==> config.mk <==
export PLATFORM = sky130hd
export DESIGN_NAME = avs_multichannel_ctrl_slave_flat
export DESIGN_NICKNAME = d
export VERILOG_FILES = /design/src/rtl/avs_multichannel_ctrl_slave_if.sv /design/src/rtl/avs_multichannel_ctrl_slave.sv /design/src/flat_wrapper.sv
export SDC_FILE = /design/constraint.sdc
export NUM_CORES = 1
export LEC_CHECK = 0
export CORE_MARGIN = 10
export CORE_UTILIZATION = 30
export CTS_BUF_LIST = sky130_fd_sc_hd__clkbuf_4 sky130_fd_sc_hd__clkbuf_8
export DETAILED_ROUTE_END_ITERATION = 8
export GPL_TIMING_DRIVEN = 0
export PLACE_DENSITY = 0.63
export SYNTH_ARGS = -nofsm -noshare
export SYNTH_HDL_FRONTEND = slang
export SYNTH_SLANG_ARGS = --single-unit
==> constraint.sdc <==
create_clock -name CSI_CLOCK_CLK -period 3.25 [get_ports CSI_CLOCK_CLK]
set_input_delay 0.4875 -clock CSI_CLOCK_CLK [delete_from_list [all_inputs] [get_ports CSI_CLOCK_CLK]]
set_output_delay 0.4875 -clock CSI_CLOCK_CLK [all_outputs]
set_load 0.005 [all_outputs]
==> src/rtl/avs_multichannel_ctrl_slave_if.sv <==
// Avalon-MM slave bus bundle for the multichannel control/status block.
interface avs_multichannel_ctrl_slave_if #(
    parameter int DATA_WIDTH    = 32,
    parameter int ADDRESS_WIDTH = 4
);
    logic [ADDRESS_WIDTH-1:0] address;
    logic                     read;
    logic                     write;
    logic [DATA_WIDTH-1:0]    writedata;
    logic [DATA_WIDTH-1:0]    readdata;
    logic                     waitrequest;

    modport slave  (input  address, read, write, writedata, output readdata, waitrequest);
    modport master (output address, read, write, writedata, input  readdata, waitrequest);
endinterface

==> src/rtl/avs_multichannel_ctrl_slave.sv <==
// Avalon-MM control/status slave driving NUM_CH accelerator channels:
// GO pulses, busy-locked config, W1C done/error status and a level IRQ.
module avs_multichannel_ctrl_slave_ch #(
    parameter int SIZE_WIDTH = 19,
    parameter int NUM_WIDTH  = 11
) (
    input  logic                  clk,
    input  logic                  rst,
    input  logic                  go,
    input  logic                  wr_size,
    input  logic                  wr_num,
    input  logic                  clr_done,
    input  logic                  clr_err,
    input  logic                  done,
    input  logic [SIZE_WIDTH-1:0] size_d,
    input  logic [NUM_WIDTH-1:0]  num_d,
    output logic                  start,
    output logic                  busy,
    output logic                  done_sticky,
    output logic                  err_sticky,
    output logic [SIZE_WIDTH-1:0] size,
    output logic [NUM_WIDTH-1:0]  num
);
    logic done_q;
    logic done_evt;
    logic err_evt;

    assign done_evt = done & ~done_q & busy;
    // A GO or a config write that arrives while busy is rejected and flagged.
    assign err_evt  = busy & (go | wr_size | wr_num);

    always_ff @(posedge clk or posedge rst) begin
        if (rst) begin
            done_q      <= 1'b0;
            start       <= 1'b0;
            busy        <= 1'b0;
            done_sticky <= 1'b0;
            err_sticky  <= 1'b0;
            size        <= '0;
            num         <= '0;
        end else begin
            done_q      <= done;
            start       <= go & ~busy;
            if (go && !busy)  busy <= 1'b1;
            else if (done_evt) busy <= 1'b0;
            // Set wins over a same-cycle W1C clear.
            done_sticky <= done_evt | (done_sticky & ~clr_done);
            err_sticky  <= err_evt  | (err_sticky  & ~clr_err);
            if (wr_size && !busy) size <= size_d;
            if (wr_num  && !busy) num  <= num_d;
        end
    end
endmodule

module avs_multichannel_ctrl_slave #(
    parameter int AVS_AVALONSLAVE_DATA_WIDTH    = 32,
    parameter int AVS_AVALONSLAVE_ADDRESS_WIDTH = 4,
    parameter int NUM_CH                        = 2,
    parameter int SIZE_WIDTH                    = 19,
    parameter int NUM_WIDTH                     = 11
) (
    input  logic                           CSI_CLOCK_CLK,
    input  logic                           CSI_CLOCK_RESET,
    avs_multichannel_ctrl_slave_if.slave   avs,
    output logic [NUM_CH-1:0]              START,
    input  logic [NUM_CH-1:0]              DONE,
    output logic [NUM_CH*SIZE_WIDTH-1:0]   SIZE,
    output logic [NUM_CH*NUM_WIDTH-1:0]    NUM,
    output logic [NUM_CH-1:0]              BUSY,
    output logic                           INS_IRQ_IRQ
);
    localparam int DW = AVS_AVALONSLAVE_DATA_WIDTH;
    localparam logic [0:0] IDLE   = 1'b0;
    localparam logic [0:0] RD_ACK = 1'b1;

    logic [0:0]                            state;
    logic [NUM_CH-1:0]                     irq_en;
    logic [NUM_CH-1:0]                     done_v, err_v;
    logic [NUM_CH-1:0]                     go_v, wr_size_v, wr_num_v, clr_done_v, clr_err_v;
    logic [NUM_CH-1:0][SIZE_WIDTH-1:0]     size_r;
    logic [NUM_CH-1:0][NUM_WIDTH-1:0]      num_r;
    logic [DW-1:0]                         rd_mux;
    logic                                  wr_en, irqen_wr;
    int                                    addr_i;
    logic                                  unused_wdata;

    // A write that collides with a read is dropped; the read is serviced.
    assign wr_en           = avs.write & ~avs.read;
    assign addr_i          = int'(avs.address);
    assign irqen_wr        = wr_en && addr_i == 2;
    assign avs.waitrequest = ~CSI_CLOCK_RESET & avs.read & (state == IDLE);
    assign unused_wdata    = ^avs.writedata;
    assign SIZE            = size_r;
    assign NUM             = num_r;

    always_comb begin
        go_v       = '0;
        wr_size_v  = '0;
        wr_num_v   = '0;
        clr_done_v = '0;
        clr_err_v  = '0;
        for (int c = 0; c < NUM_CH; c++) begin
            go_v[c]       = wr_en && addr_i == 0 && avs.writedata[c];
            clr_done_v[c] = wr_en && addr_i == 1 && avs.writedata[c];
            clr_err_v[c]  = wr_en && addr_i == 1 && avs.writedata[NUM_CH+c];
            wr_size_v[c]  = wr_en && addr_i == 4 + 2*c;
            wr_num_v[c]   = wr_en && addr_i == 5 + 2*c;
        end
    end

    always_comb begin
        rd_mux = '0;
        if (addr_i == 1) rd_mux[2*NUM_CH-1:0] = {err_v, done_v};
        if (addr_i == 2) rd_mux[NUM_CH-1:0]   = irq_en;
        if (addr_i == 3) rd_mux[NUM_CH-1:0]   = BUSY;
        for (int c = 0; c < NUM_CH; c++) begin
            if (addr_i == 4 + 2*c) rd_mux[SIZE_WIDTH-1:0] = size_r[c];
            if (addr_i == 5 + 2*c) rd_mux[NUM_WIDTH-1:0]  = num_r[c];
        end
    end

    for (genvar c = 0; c < NUM_CH; c++) begin : g_ch
        avs_multichannel_ctrl_slave_ch #(
            .SIZE_WIDTH(SIZE_WIDTH),
            .NUM_WIDTH (NUM_WIDTH)
        ) u_ch (
            .clk        (CSI_CLOCK_CLK),
            .rst        (CSI_CLOCK_RESET),
            .go         (go_v[c]),
            .wr_size    (wr_size_v[c]),
            .wr_num     (wr_num_v[c]),
            .clr_done   (clr_done_v[c]),
            .clr_err    (clr_err_v[c]),
            .done       (DONE[c]),
            .size_d     (avs.writedata[SIZE_WIDTH-1:0]),
            .num_d      (avs.writedata[NUM_WIDTH-1:0]),
            .start      (START[c]),
            .busy       (BUSY[c]),
            .done_sticky(done_v[c]),
            .err_sticky (err_v[c]),
            .size       (size_r[c]),
            .num        (num_r[c])
        );
    end

    always_ff @(posedge CSI_CLOCK_CLK or posedge CSI_CLOCK_RESET) begin
        if (CSI_CLOCK_RESET) begin
            state        <= IDLE;
            avs.readdata <= '0;
            irq_en       <= '0;
            INS_IRQ_IRQ  <= 1'b0;
        end else begin
            case (state)
                IDLE: if (avs.read) begin
                    avs.readdata <= rd_mux;
                    state        <= RD_ACK;
                end
                default: state <= IDLE;
            endcase
            if (irqen_wr) irq_en <= avs.writedata[NUM_CH-1:0];
            INS_IRQ_IRQ <= |(done_v & irq_en);
        end
    end
endmodule

==> src/flat_wrapper.sv <==
// flat-port wrapper written by rule: the top's interface ports become plain ports
module avs_multichannel_ctrl_slave_flat 
#(
    parameter int AVS_AVALONSLAVE_DATA_WIDTH    = 32,
    parameter int AVS_AVALONSLAVE_ADDRESS_WIDTH = 4,
    parameter int NUM_CH                        = 2,
    parameter int SIZE_WIDTH                    = 19,
    parameter int NUM_WIDTH                     = 11
)
  (CSI_CLOCK_CLK, CSI_CLOCK_RESET, START, DONE, SIZE, NUM, BUSY, INS_IRQ_IRQ, avs_address, avs_read, avs_write, avs_writedata, avs_readdata, avs_waitrequest);
  avs_multichannel_ctrl_slave_if #(.DATA_WIDTH(32), .ADDRESS_WIDTH(4)) avs_i ();
  input  logic CSI_CLOCK_CLK;
  input  logic CSI_CLOCK_RESET;
  output logic [NUM_CH-1:0] START;
  input  logic [NUM_CH-1:0] DONE;
  output logic [NUM_CH*SIZE_WIDTH-1:0] SIZE;
  output logic [NUM_CH*NUM_WIDTH-1:0] NUM;
  output logic [NUM_CH-1:0] BUSY;
  output logic INS_IRQ_IRQ;
  input wire logic [$bits(avs_i.address)-1:0] avs_address;
  input wire logic [$bits(avs_i.read)-1:0] avs_read;
  input wire logic [$bits(avs_i.write)-1:0] avs_write;
  input wire logic [$bits(avs_i.writedata)-1:0] avs_writedata;
  output wire logic [$bits(avs_i.readdata)-1:0] avs_readdata;
  output wire logic [$bits(avs_i.waitrequest)-1:0] avs_waitrequest;
  assign avs_i.address = avs_address;
  assign avs_i.read = avs_read;
  assign avs_i.write = avs_write;
  assign avs_i.writedata = avs_writedata;
  assign avs_readdata = avs_i.readdata;
  assign avs_waitrequest = avs_i.waitrequest;
  avs_multichannel_ctrl_slave #(.AVS_AVALONSLAVE_DATA_WIDTH(AVS_AVALONSLAVE_DATA_WIDTH), .AVS_AVALONSLAVE_ADDRESS_WIDTH(AVS_AVALONSLAVE_ADDRESS_WIDTH), .NUM_CH(NUM_CH), .SIZE_WIDTH(SIZE_WIDTH), .NUM_WIDTH(NUM_WIDTH)) u_core (.CSI_CLOCK_CLK(CSI_CLOCK_CLK), .CSI_CLOCK_RESET(CSI_CLOCK_RESET), .avs(avs_i), .START(START), .DONE(DONE), .SIZE(SIZE), .NUM(NUM), .BUSY(BUSY), .INS_IRQ_IRQ(INS_IRQ_IRQ));
endmodule
After elaboration in Yosys (flattened, before gate mapping)
Cells that the tools add are included.
- flip-flop bits (word level): 93
- bits of input ports: 42
- word-level logic and storage cells: 99
- equality and inequality tests: 7
- mux-type cells: 13
- bitwise gates (word level): 35
- reduce and logical (&&, ||, !) cells: 26
- operators by type and width (cell ; count):
    2-to-1 mux 19 bit ; 2
    logical NOT 32 bit ; 1
    2-to-1 mux 11 bit ; 2
    logical AND 1 bit ; 19
    equality test 4 bit (second input constant) ; 4
    AND 1 bit ; 15
    inverter 1 bit ; 11
    equality test 4 x 3 -> 1 bit (second input constant) ; 2
    OR 1 bit ; 8
    2-to-1 mux 1 bit ; 6
    equality test 4 x 2 -> 1 bit (second input constant) ; 1
    2-to-1 mux 2 bit ; 2
    2-to-1 mux 4 bit ; 1
    nonzero test 2 bit ; 2
    AND 2 bit ; 1
    logical NOT 1 bit ; 2
    AND reduction 2 bit ; 1
    OR reduction 2 bit ; 1

Logic depth before layout (Yosys ltp)
Gate-level depths: netlist (run 1).
- word-level depth: 8
- depth in mapped cells: 6

By module
From an unflattened synthesis (run 1), not the netlist that was laid out.
- cell total of the unflattened synthesis: 305
- area total of the unflattened synthesis: 4257.8 sq um
- by module, submodules not included (module ; instances ; cells each ; area an instance (sq um) ; sequential area each (sq um)):
    avs_multichannel_ctrl_slave_ch ; 2 ; 79 ; 1341.3 ; 875.8
    avs_multichannel_ctrl_slave ; 1 ; 147 ; 1575.3 ; 575.6

Worst setup path after synthesis (run 1)
OpenSTA, ideal clock, no wires.
- path type: input to register
- start: input port avs_address[3]
- end: register u_core.g_ch[0].u_ch.size[10]
- data arrival time: 1.781 ns
- setup slack: 1.344 ns
- stages on the path: 5
- path buffers: 2
- cell sequence: buf_4 -> nor4b_4 -> nand4_4 -> buf_6 -> mux2_4
- longest elaborated chain between the ends: 3
- ends and longest elaborated chain (element ; RTL line ; RTL):
    from (decl) ; flat_wrapper.sv:20 ; input wire logic [$bits(avs_i.address)-1:0] avs_address;
    equality test 4 bit ; avs_multichannel_ctrl_slave.sv:106 ; wr_size_v[c] = wr_en && addr_i == 4 + 2*c;
    logical AND 1 bit ; avs_multichannel_ctrl_slave.sv:106 ;
    logical AND 1 bit ; avs_multichannel_ctrl_slave.sv:49 ; if (wr_size && !busy) size <= size_d;
    to (signal assigned) ; avs_multichannel_ctrl_slave.sv:49 ;
    to (decl) ; avs_multichannel_ctrl_slave.sv:21 ; output logic [SIZE_WIDTH-1:0] size,
Every way passes these cells.
A chain may end at the register's enable or synchronous reset.

Worst setup path after layout (run 1)
- start: input port avs_read
- end: output port avs_waitrequest
- longest elaborated chain between the ends: 2
- ends and longest elaborated chain (element ; RTL line ; RTL):
    from (decl) ; flat_wrapper.sv:21 ; input wire logic [$bits(avs_i.read)-1:0] avs_read;
    AND 1 bit (2 in series) ; avs_multichannel_ctrl_slave.sv:91 ; assign avs.waitrequest = ~CSI_CLOCK_RESET & avs.read & (state == IDLE);
    to (decl) ; flat_wrapper.sv:25 ; output wire logic [$bits(avs_i.waitrequest)-1:0] avs_waitrequest;
Every way passes these cells.

==> reports/qor.txt, run 1 <==
Run status -> completed
H-Tree Level Count -> 3
Kind of path behind the tightest hold check -> reg2reg
Fraction of power consumed by combinational cells -> 0.281
Maximum clock insertion buffer count -> 2
Maximum fanout along the worst path -> 10
Post-Synth Adder-Cell Area -> 0
Maximum number of pins on one net before global-route repair -> 55
Proportion of synthesized chip area in sequential cells -> 0.558
Post-synth ARST share -> 1.00
Syn Std Cell Area -> 0.00417 mm2
I/O pin cnt -> 140
Compound-cell area share of the yosys netlist -> 0.0749
Clock Pin Slew Worst Setup and Hold Paths -> 100 ps
Internal power consumption -> 0.00238 W
1st-pass router iterations -> 4
Data required time at the worst endpoint -> 2760 ps
Static leakage power -> 2.56 nW
Vias in the first global route -> 3114
Crit end category -> output port
Layout area overhead -> 38.7%
Dominant cells by area after synthesis -> sky130_fd_sc_hd__dfrtp_1, sky130_fd_sc_hd__mux2_2, sky130_fd_sc_hd__mux4_2
Root Buffer -> sky130_fd_sc_hd__clkbuf_8
Resize count post-CTS -> 0
Number of enable flip-flop cells after synthesis -> 0
PortBufs -> 112
Endpoint arrival time on the critical path -> 2310 ps
Post-layout net count -> 480
Net Sw Frac -> 0.277
TritonCTS clock tree -> yes
Met2 GRT Util -> 0.207
Total grt overflow -> 0
Worst Path Class, Setup -> in2out
Period Utilization, post-route -> 0.860
Total half-perimeter wirelength after legalization and detailed placement -> 8.94 mm
Combined global-route utilization of all metal layers -> 0.131
Post-Synth XOR/XNOR Area -> 0
Mean number of vias per cell -> 4.73
Final instance area -> 0.00579 mm2
Total Wirelength -> 12.3 mm
First DRT Iteration DRCs -> 112
Antenna diodes -> 0
Max Fclk -> 358 MHz
Unrepaired setup endpoints after global routing -> no
Placer congestion estimate -> 0.852
Cell Rows -> 43
Most used routing layer in global routing -> met2
Via total after detailed routing -> 2949
Global-route wire length before repair -> 19.0 mm
Area share of and/or/nand/nor cells after synthesis -> 0.0875
Final setup fails -> 0
Mean instance size in the synthesized netlist -> 13.8 um2
Largest family of logic cells by synthesized area -> multiplexers
Worst Max-Slew Pin Slew -> 1120 ps
Initial standard-cell utilization of the core -> 0.303
Fraction of met3 tracks used by global routing -> 0.0478
Die H -> 138 um
Proportion of power drawn by flip-flops and latches -> 0.477
Clock sink total -> 93
Post-synth top flop -> sky130_fd_sc_hd__dfrtp_1
Min Tclk post-route -> 2790 ps
Global-route met1 utilization -> 0.166
Setup Buffers After CTS -> 0
Flip-flop and latch count after synthesis -> 93
Hold-fix buffer count after cts -> 0
Synthesis warning total -> 0
Number of max-slew violations in the final report -> 0
Switching pwr -> 0.000908 W
Power per Cell Area -> 567 mW/mm2
Die footprint -> 0.0190 mm2
Number of distinct library cells after synthesis -> 35
Most area-hungry cell type in the Yosys netlist -> sky130_fd_sc_hd__dfrtp_1
Wire length per cell -> 19.8 um
Gate count of the mapped netlist -> 302
Area share of the largest cell type after synthesis -> 0.558
DR DRC count -> 0
Antenna Nets Post-Route -> 0
Number of max-cap violations -> 0
IR drop worst, VDD -> 279 uV
Chip width -> 138 um
Total clock buffers created by CTS -> 9
Layout cell share with drive strength beyond 1 -> 0.282
Startpoint class of the critical path -> primary input
Filler Cells Inserted -> 1337
Footprint of the multi-input gates -> 0.00167 mm2
Latest clock arrival within the worst-skew pair -> 360 ps
Rel. slew slack -> 0.251
Clock Skew -> 9.90 ps
Mux contribution to synthesized area -> 0.225
Worst slack on hold paths -> 505 ps
Clock share of power -> 0.242
Placeable core area -> 0.0138 mm2
Number of endpoints with negative hold slack in the final report -> 0
Total area of sequential cells -> 0.00233 mm2
Placed Area -> 0.00559 mm2
Number of antenna violations at the first check in global routing -> 0
==> kinds of logic (layout without fill, tap and decap cells) <==
group	after synthesis	count (layout)
AO/OA/AOI/OAI	38	38
buffers and inverters	37	166
flip-flops	93	93
multiplexers	73	73
other	1	13
AND/OR/NAND/NOR	60	60
==> per-stage QoR <==
stage	instances	setup slack, ps	TNS (ps)	power [W]	utilization
after floorplan	314	342	0	0.00193	-
after global placement	606	-1150	-106390	0.00251	0.404
after detailed placement	607	227	0	0.00253	0.406
after CTS	623	437	0	0.00334	0.420
after global routing	623	313	0	0.00347	0.420
final	623	455	0	0.00328	0.420
==> flip-flops by register name, indices dropped and copies added (netlist names) <==
signal                        count
u_core.g_ch.u_ch.busy             2
u_core.irq_en                     2
u_core.g_ch.u_ch.done_q           2
u_core.g_ch.u_ch.done_sticky      2
u_core.state                      1
u_core.avs.readdata              19
u_core.g_ch.u_ch.num             22
u_core.g_ch.u_ch.size            38
u_core.g_ch.u_ch.start            2
u_core.g_ch.u_ch.err_sticky       2
u_core.INS_IRQ_IRQ                1
==> critical path: stages <==
cell,delay [ps]
sky130_fd_sc_hd__clkdlybuf4s50_1,560
sky130_fd_sc_hd__nand2b_1,220
sky130_fd_sc_hd__clkbuf_1,490
sky130_fd_sc_hd__nor2_1,70
sky130_fd_sc_hd__clkdlybuf4s50_1,470
==> per-layer routing <==
layer,wire (um),part of all wire
met5,0,0
met4,79,0.0064
met3,1080,0.088
met2,6060,0.49
met1,5100,0.41
==> synth_stat cells, types with 3 or more instances <==
library cell and instances:
sky130_fd_sc_hd__buf_2 7, sky130_fd_sc_hd__a22o_1 8, sky130_fd_sc_hd__inv_1 5, sky130_fd_sc_hd__nor2b_1 6
sky130_fd_sc_hd__mux2_4 10, sky130_fd_sc_hd__nand3_1 7, sky130_fd_sc_hd__buf_4 19, sky130_fd_sc_hd__mux2_2 56
sky130_fd_sc_hd__o221ai_1 4, sky130_fd_sc_hd__nor3b_1 3, sky130_fd_sc_hd__mux4_2 7, sky130_fd_sc_hd__a221oi_1 10
sky130_fd_sc_hd__a22oi_1 6, sky130_fd_sc_hd__dfrtp_1 93, sky130_fd_sc_hd__nor2_1 22, sky130_fd_sc_hd__clkbuf_1 4
sky130_fd_sc_hd__nand2_1 8
==> power by group through the flow <==
stage	Clock (W)	Sequential, W	Combinational (W)
floorplan	0	0.00156	0.000373
global placement	0	0.00158	0.000925
detailed placement	0	0.00159	0.000945
CTS	0.000821	0.00157	0.000948
global route	0.000866	0.00160	0.00100
finish	0.000794	0.00157	0.000925
==> placed cells by master (no fill, tap or decap), drive strengths merged <==
cell           synthesis  routed
o31ai                  2       2
o2bb2ai                2       2
a221oi                10      10
conb                   1      13
nand2b                 1       1
buf                   27      28
and4bb                 2       2
clkbuf                 4      14
nor2b                  6       6
nand3b                 2       2
dfrtp                 93      93
clkinvlp               0       2
nor2                  22      22
a21o                   2       2
clkdlybuf4s50          0     112
o221ai                 4       4
inv                    6       7
mux4                   7       7
and3b                  2       2
nor4b                  4       4
nand2                  9       9
nor3b                  3       3
nand4                  1       1
a22o                   8       8
a21oi                  2       2
nand3                  7       7
a22oi                  6       6
a32oi                  2       2
bufinv                 0       1
clkinv                 0       2
mux2                  66      66
and4b                  1       1
==> final cells by class <==
class | count | share of cell area
sequential | 93 | 0.402
multi-input combinational | 184 | 0.288
timing repair buffer | 113 | 0.197
tap | 180 | 0.0389
buffer | 31 | 0.0352
clock buffer | 10 | 0.0227
clock inverter | 6 | 0.0123
inverter | 6 | 0.00432
==> path summary, 6_finish.rpt <==
path / from / to / slack, ps / cells after the start
worst min-delay path: u_core.g_ch[0].u_ch.err_sticky$_DFF_PP0_ / u_core.g_ch[0].u_ch.err_sticky$_DFF_PP0_ / 500 / 1
max in group asynchronous: CSI_CLOCK_RESET / u_core.g_ch[1].u_ch.size[18]$_DFFE_PP0P_ / 1980 / 3
worst min register to register: u_core.g_ch[0].u_ch.err_sticky$_DFF_PP0_ / u_core.g_ch[0].u_ch.err_sticky$_DFF_PP0_ / 500 / 1
worst max-delay path: avs_read / avs_waitrequest / 460 / 5
min in group asynchronous: CSI_CLOCK_RESET / u_core.g_ch[1].u_ch.err_sticky$_DFF_PP0_ / 610 / 2
worst max register to register: u_core.state$_DFF_PP0_ / u_core.avs.readdata[5]$_DFFE_PP0P_ / 1340 / 3
Power figures use the tool's default switching activity.
==> run 2: changes to the inputs <==
- GPL_TIMING_DRIVEN: 0 -> 1
- SLEW_MARGIN: default -> 20
==> run 2 against run 1 <==
Net effect: cell count decreased by 3.4%; setup slack better by 340 ps; sequential power hardly changed; clock skew about the same; sequential cell count unchanged; clock-buffer cell count is 4 higher; via count is 1.5% lower; total power is 0.72% lower; clock power down 0.8%; critical path depth decreased by 1.
==> reports/qor.txt, run 2 (same netlist as run 1, synthesis figures left out) <==
Antenna Nets Post-Route -> 0
Min Tclk post-route -> 2460 ps
Maximum clock insertion buffer count -> 2
Rel. slew slack -> 0.483
Global-route wire length before repair -> 18.3 mm
Clock share of power -> 0.242
Resize count post-CTS -> 0
Root Buffer -> sky130_fd_sc_hd__clkbuf_8
Total clock buffers created by CTS -> 9
Clock Pin Slew Worst Setup and Hold Paths -> 90 ps
Antenna diodes -> 0
Worst Max-Slew Pin Slew -> 773 ps
Total half-perimeter wirelength after legalization and detailed placement -> 8.65 mm
Chip width -> 138 um
Filler Cells Inserted -> 1332
PortBufs -> 113
Number of antenna violations at the first check in global routing -> 0
Number of flip-flops in the largest register -> 38
Registers with the most flip-flops -> u_core.g_ch.u_ch.size (38), u_core.g_ch.u_ch.num (22), u_core.avs.readdata (19)
Worst slack on hold paths -> 390 ps
Endpoint arrival time on the critical path -> 1970 ps
Combined global-route utilization of all metal layers -> 0.128
Post-layout utilization of the core -> 0.411
Switching pwr -> 0.000889 W
Worst Path Class, Setup -> in2out
Period Utilization, post-route -> 0.755
Hold-fix buffer count after cts -> 0
Layout area overhead -> 35.8%
Data required time at the worst endpoint -> 2760 ps
Internal power consumption -> 0.00237 W
Total area of sequential cells -> 0.00233 mm2
Die footprint -> 0.0190 mm2
Startpoint class of the critical path -> primary input
Power per Cell Area -> 575 mW/mm2
Net Sw Frac -> 0.273
Leading cell type in the layout, fill and taps excluded -> sky130_fd_sc_hd__clkdlybuf4s50_1
Setup Buffers After CTS -> 0
DR DRC count -> 0
Fraction of power consumed by combinational cells -> 0.274
Placer congestion estimate -> 0.790
Static leakage power -> 2.49 nW
Latest clock arrival within the worst-skew pair -> 380 ps
Final setup fails -> 0
Vias in the first global route -> 3089
Max Fclk -> 407 MHz
Crit end category -> output port
Placed Area -> 0.00546 mm2
H-Tree Level Count -> 3
Placeable core area -> 0.0138 mm2
Top reg by flops -> u_core.g_ch.u_ch.size
Number of max-slew violations in the final report -> 0
Number of max-cap violations -> 0
Kind of path behind the tightest hold check -> in2async
Run status -> completed
Maximum number of pins on one net before global-route repair -> 45
Flop-to-flop setup slack -> 1280 ps
TritonCTS clock tree -> yes
Total Negative Setup Slacks -> 0 ps
Via total after detailed routing -> 2906
Clock Skew -> 9.41 ps
Number of endpoints with negative hold slack in the final report -> 0
Mean number of vias per cell -> 4.83
Most used cells in the layout excluding fill and tap cells -> sky130_fd_sc_hd__clkdlybuf4s50_1, sky130_fd_sc_hd__dfrtp_1, sky130_fd_sc_hd__mux2_2
First DRT Iteration DRCs -> 168
Total grt overflow -> 0
Layout cell share with drive strength beyond 1 -> 0.254
Total Wirelength -> 12.2 mm
IR drop worst, VDD -> 297 uV
Wire length per cell -> 20.2 um
Unrepaired setup endpoints after global routing -> no
I/O pin cnt -> 140
Cell Rows -> 43
1st-pass router iterations -> 4
Proportion of power drawn by flip-flops and latches -> 0.484
Footprint of the multi-input gates -> 0.00167 mm2
Initial standard-cell utilization of the core -> 0.303
Die H -> 138 um
Post-layout net count -> 459
Clock sink total -> 93
Final instance area -> 0.00567 mm2
Maximum fanout along the worst path -> 8
[run 2: cell types whose count changed in the layout (fill, tap and decap cells not counted), moves of 2 or more]
cell                         previous run  this run
sky130_fd_sc_hd__clkbuf_1               4         0
sky130_fd_sc_hd__clkbuf_8               9        14
sky130_fd_sc_hd__clkinvlp_4             2         0
sky130_fd_sc_hd__clkinv_2               0         2
sky130_fd_sc_hd__buf_4                 19         9
sky130_fd_sc_hd__buf_2                  7         0
[run 2: per-layer routing]
metal	part of all wire	routed length (um)	global-route usage	up-vias
li1	-	-	-	1312
met1	0.41	5020	0.152	1488
met2	0.49	5930	0.206	91
met3	0.081	984	0.0478	15
met4	0.020	247	0.0527	0
met5	0	0	0	-
[run 2: power groups by stage]
stage               clock network, W  logic [W]  registers [W]
CTS                         0.000821   0.000916        0.00158
global placement                   0   0.000900        0.00159
detailed placement                 0   0.000913        0.00160
floorplan                          0   0.000373        0.00156
global route                0.000859   0.000971        0.00160
finish                      0.000788   0.000895        0.00158
[run 2: through the flow]
stage / std cells / power [W] / setup slack (ps)
after CTS: 602 / 0.00332 / 796
after floorplan: 314 / 0.00193 / 342
after detailed placement: 586 / 0.00251 / 387
after global placement: 586 / 0.00249 / 422
final: 602 / 0.00326 / 795
after global routing: 602 / 0.00343 / 670
[run 2: layout make-up]
| type | instances | area share |
|---|---|---|
| Tap cell | 180 | 0.0397 |
| Sequential cell | 93 | 0.411 |
| Clock buffer | 14 | 0.0340 |
| Clock inverter | 2 | 0.00243 |
| Inverter | 6 | 0.00420 |
| Timing Repair Buffer | 123 | 0.215 |
| Multi-Input combinational cell | 184 | 0.294 |
[run 2: path summary, 6_finish.rpt]
kind / end / startpoint / cells after the start
max: avs_waitrequest / avs_read / 4
min: u_core.g_ch[0].u_ch.size[4]$_DFFE_PP0P_ / CSI_CLOCK_RESET / 2
max reg2reg: u_core.g_ch[1].u_ch.num[9]$_DFFE_PP0P_ / u_core.g_ch[1].u_ch.busy$_DFFE_PP0P_ / 3
min reg2reg: u_core.g_ch[1].u_ch.err_sticky$_DFF_PP0_ / u_core.g_ch[1].u_ch.err_sticky$_DFF_PP0_ / 1
max in group asynchronous: u_core.g_ch[0].u_ch.size[17]$_DFFE_PP0P_ / CSI_CLOCK_RESET / 3
min in group CSI_CLOCK_CLK: u_core.g_ch[1].u_ch.err_sticky$_DFF_PP0_ / u_core.g_ch[1].u_ch.err_sticky$_DFF_PP0_ / 1
[run 2: worst max-delay path: stages]
cell and delay (ps):
sky130_fd_sc_hd__clkdlybuf4s50_1 640, sky130_fd_sc_hd__nand2b_1 200, sky130_fd_sc_hd__nor2_1 120, sky130_fd_sc_hd__clkdlybuf4s50_1 510
==> patch, RTL diff (settings of run 1) <==
Reset style: synchronous (`CSI_CLOCK_RESET` and `rst`), changed in 2 clocked blocks.
--- a/src/rtl/avs_multichannel_ctrl_slave.sv
+++ b/src/rtl/avs_multichannel_ctrl_slave.sv
@@ -31,3 +31,3 @@
 
-    always_ff @(posedge clk or posedge rst) begin
+    always_ff @(posedge clk) begin
         if (rst) begin
@@ -145,3 +145,3 @@
 
-    always_ff @(posedge CSI_CLOCK_CLK or posedge CSI_CLOCK_RESET) begin
+    always_ff @(posedge CSI_CLOCK_CLK) begin
         if (CSI_CLOCK_RESET) begin
Check against the original RTL: differs if CSI_CLOCK_RESET is asserted again (counterexample within 4 cycles, from zero or initial values and one cycle with CSI_CLOCK_RESET high); with CSI_CLOCK_RESET held inactive, the same outputs for 10 cycles.
==> patch against run 1 <==
  * Via count up 32%
  * Core utilization about the same
  * Wire length up 23%
  * Setup slack worse by 0.23 ns
  * Design area about the same
  * Sequential cell count unchanged
  * Area after synthesis about the same
  * Critical path type unchanged
Power is not compared: it rests on default switching activity, and its combinational part moved more than twofold at a synthesized area within 25%.
==> patch: results (changes against run 1) <==
worst-skew pair later-pin latency=0.38 ns (was 0.36 ns); H-tree Lvls=3 (unchanged); cells after synthesis=477 (was 302); diode count=0 (unchanged); pre-CTS WS=0.0991 ns (was 0.227 ns); largest cells by area after synthesis=dfxtp_1 45%, mux2i_1 10%, a21oi_1 5.6%, nand2_1 5.6%, nor2_1 4.4% (was dfrtp_1 56%, mux2_2 15%, mux4_2 3.8%, mux2_4 3.6%, buf_4 3.4%); reg-to-reg endpoint=u_core.g_ch[1].u_ch.size[12] (was u_core.avs.readdata[5]); Async SR Flop Fraction=0% (was 100%); Port Buffers=110 (was 112); Clk pin slew, worst setup/hold paths=0.08 ns (was 0.10 ns); DP Cell Count=779 (was 607); Net Sw Power=565 uW; Worst R2R Path Depth=6 (was 3); layout cells sized above 1=11.9% (was 28.2%); CP top delay family=buffers and inverters (unchanged); largest net degree at the start of global routing=15 (was 55); path type of the worst min-delay path=reg -> reg (unchanged); 1st-iter DRT viols=300 (was 112); crit-path max FO=10 (unchanged); DR vias/cell=4.91 (was 4.73); max incr delay on CP=0.52 ns (was 0.56 ns); LEAKAGE=0.00217 uW; Commonest cells post-synth=93 x dfxtp_1, 62 x nand2_1, 49 x nor2_1 (was 93 x dfrtp_1, 56 x mux2_2, 22 x nor2_1); Top FF cell, synth=dfxtp_1 (was dfrtp_1); placed cell area=5540 um^2 (was 5590 um^2); via count=3904 (was 2949); worst reg2reg path startpoint=u_core.g_ch[1].u_ch.busy (was u_core.state); Worst EP arrival=2.53 ns (was 2.31 ns); DR pass1 iterations=5 (was 4); CTS buffer count=9 (unchanged); drt wl/cell=19.0 um (was 19.8 um); status=finished, final reports clean (unchanged); Critical Path Slowest Stage Cell=clkdlybuf4s50_1 (unchanged); post-DP HPWL=11100 um (was 8940 um); maximum buffer depth of the clock tree=2 (unchanged); post-synth cell types=51 (was 35); post-synthesis sequential area ratio=44.6% (was 55.8%); Post-synth EDFFs=0 (unchanged); first-pass GRT wire length=22600 um (was 19000 um); Post-CTS Repair Setup Buffers=0 (unchanged); number of gates resized after CTS=0 (unchanged); gr usage total=15.7% (was 13.1%); final net count=652 (was 480); CTS root buffer=clkbuf_8 (unchanged); Worst R2R Setup Slack=1.22 ns (was 1.34 ns); maximum clock frequency=0.331 GHz (was 0.358 GHz); initial antenna violation count=0 (unchanged); Final Skew=0.0175 ns (was 0.00990 ns); Worst-Margin Slew=0.651 ns (was 1.12 ns); largest registers=u_core.g_ch.u_ch.size: 38 flops, u_core.g_ch.u_ch.num: 22 flops, u_core.avs.readdata: 19 flops (unchanged); RD Place Congestion=0.835 (was 0.852)
patch: changes by cell type in the layout (fill, tap and decap cells not counted), sizes merged, moves of 27 or more:
cell / before / now
a21oi: 2 / 48
mux2i: 0 / 42
nor2: 22 / 49
mux2: 66 / 9
dfrtp: 93 / 0
nand2: 9 / 72
dfxtp: 0 / 93
patch: layer usage:
layer  track usage [%]  part of all wire, %  up-vias
li1                  -                    -     1886
met1              19.3                   43     1860
met2              25.3                   47      134
met3              5.25                  8.0       24
met4              5.10                  2.0        0
met5                 0                    0        -
patch: worst min path at each step:
stage	slack, ns	startpoint	endpoint	cells after the start
global route	0.48	u_core.avs.readdata[13]	u_core.avs.readdata[13]	2
floorplan	0.45	u_core.avs.readdata[11]	u_core.avs.readdata[11]	2
CTS	0.46	u_core.avs.readdata[15]	u_core.avs.readdata[15]	2
finish	0.46	u_core.avs.readdata[13]	u_core.avs.readdata[13]	2
global placement	0.44	u_core.avs.readdata[16]	u_core.avs.readdata[16]	2
detailed placement	0.45	u_core.avs.readdata[15]	u_core.avs.readdata[15]	2
patch: cell type report:
type                    instances  area [um^2]
fillers                      1435         7980
multi-input cells             336         2030
flip-flops and latches         93         1860
repair buffers                110         1100
plain buffers                  56          312
well taps                     180          225
clock buffers                  12          153
clock inverters                 4         95.1
inverters                       4         15.0
patch: power by group through the flow:
stage,logic [uW],registers (uW),clock network [uW]
2_1_floorplan,116,1190,0
3_3_place_gp,229,1190,0
3_5_place_dp,230,1190,0
4_1_cts,231,1160,982
5_1_grt,251,1160,1040
6_report,232,1160,970
patch: cell families after synthesis:
kind of cell,synth area share [%]
simple gates,21.5
flops,44.6
compound gates,13.0
buf+inv,7.80
mux,13.0
other cells,0.0899
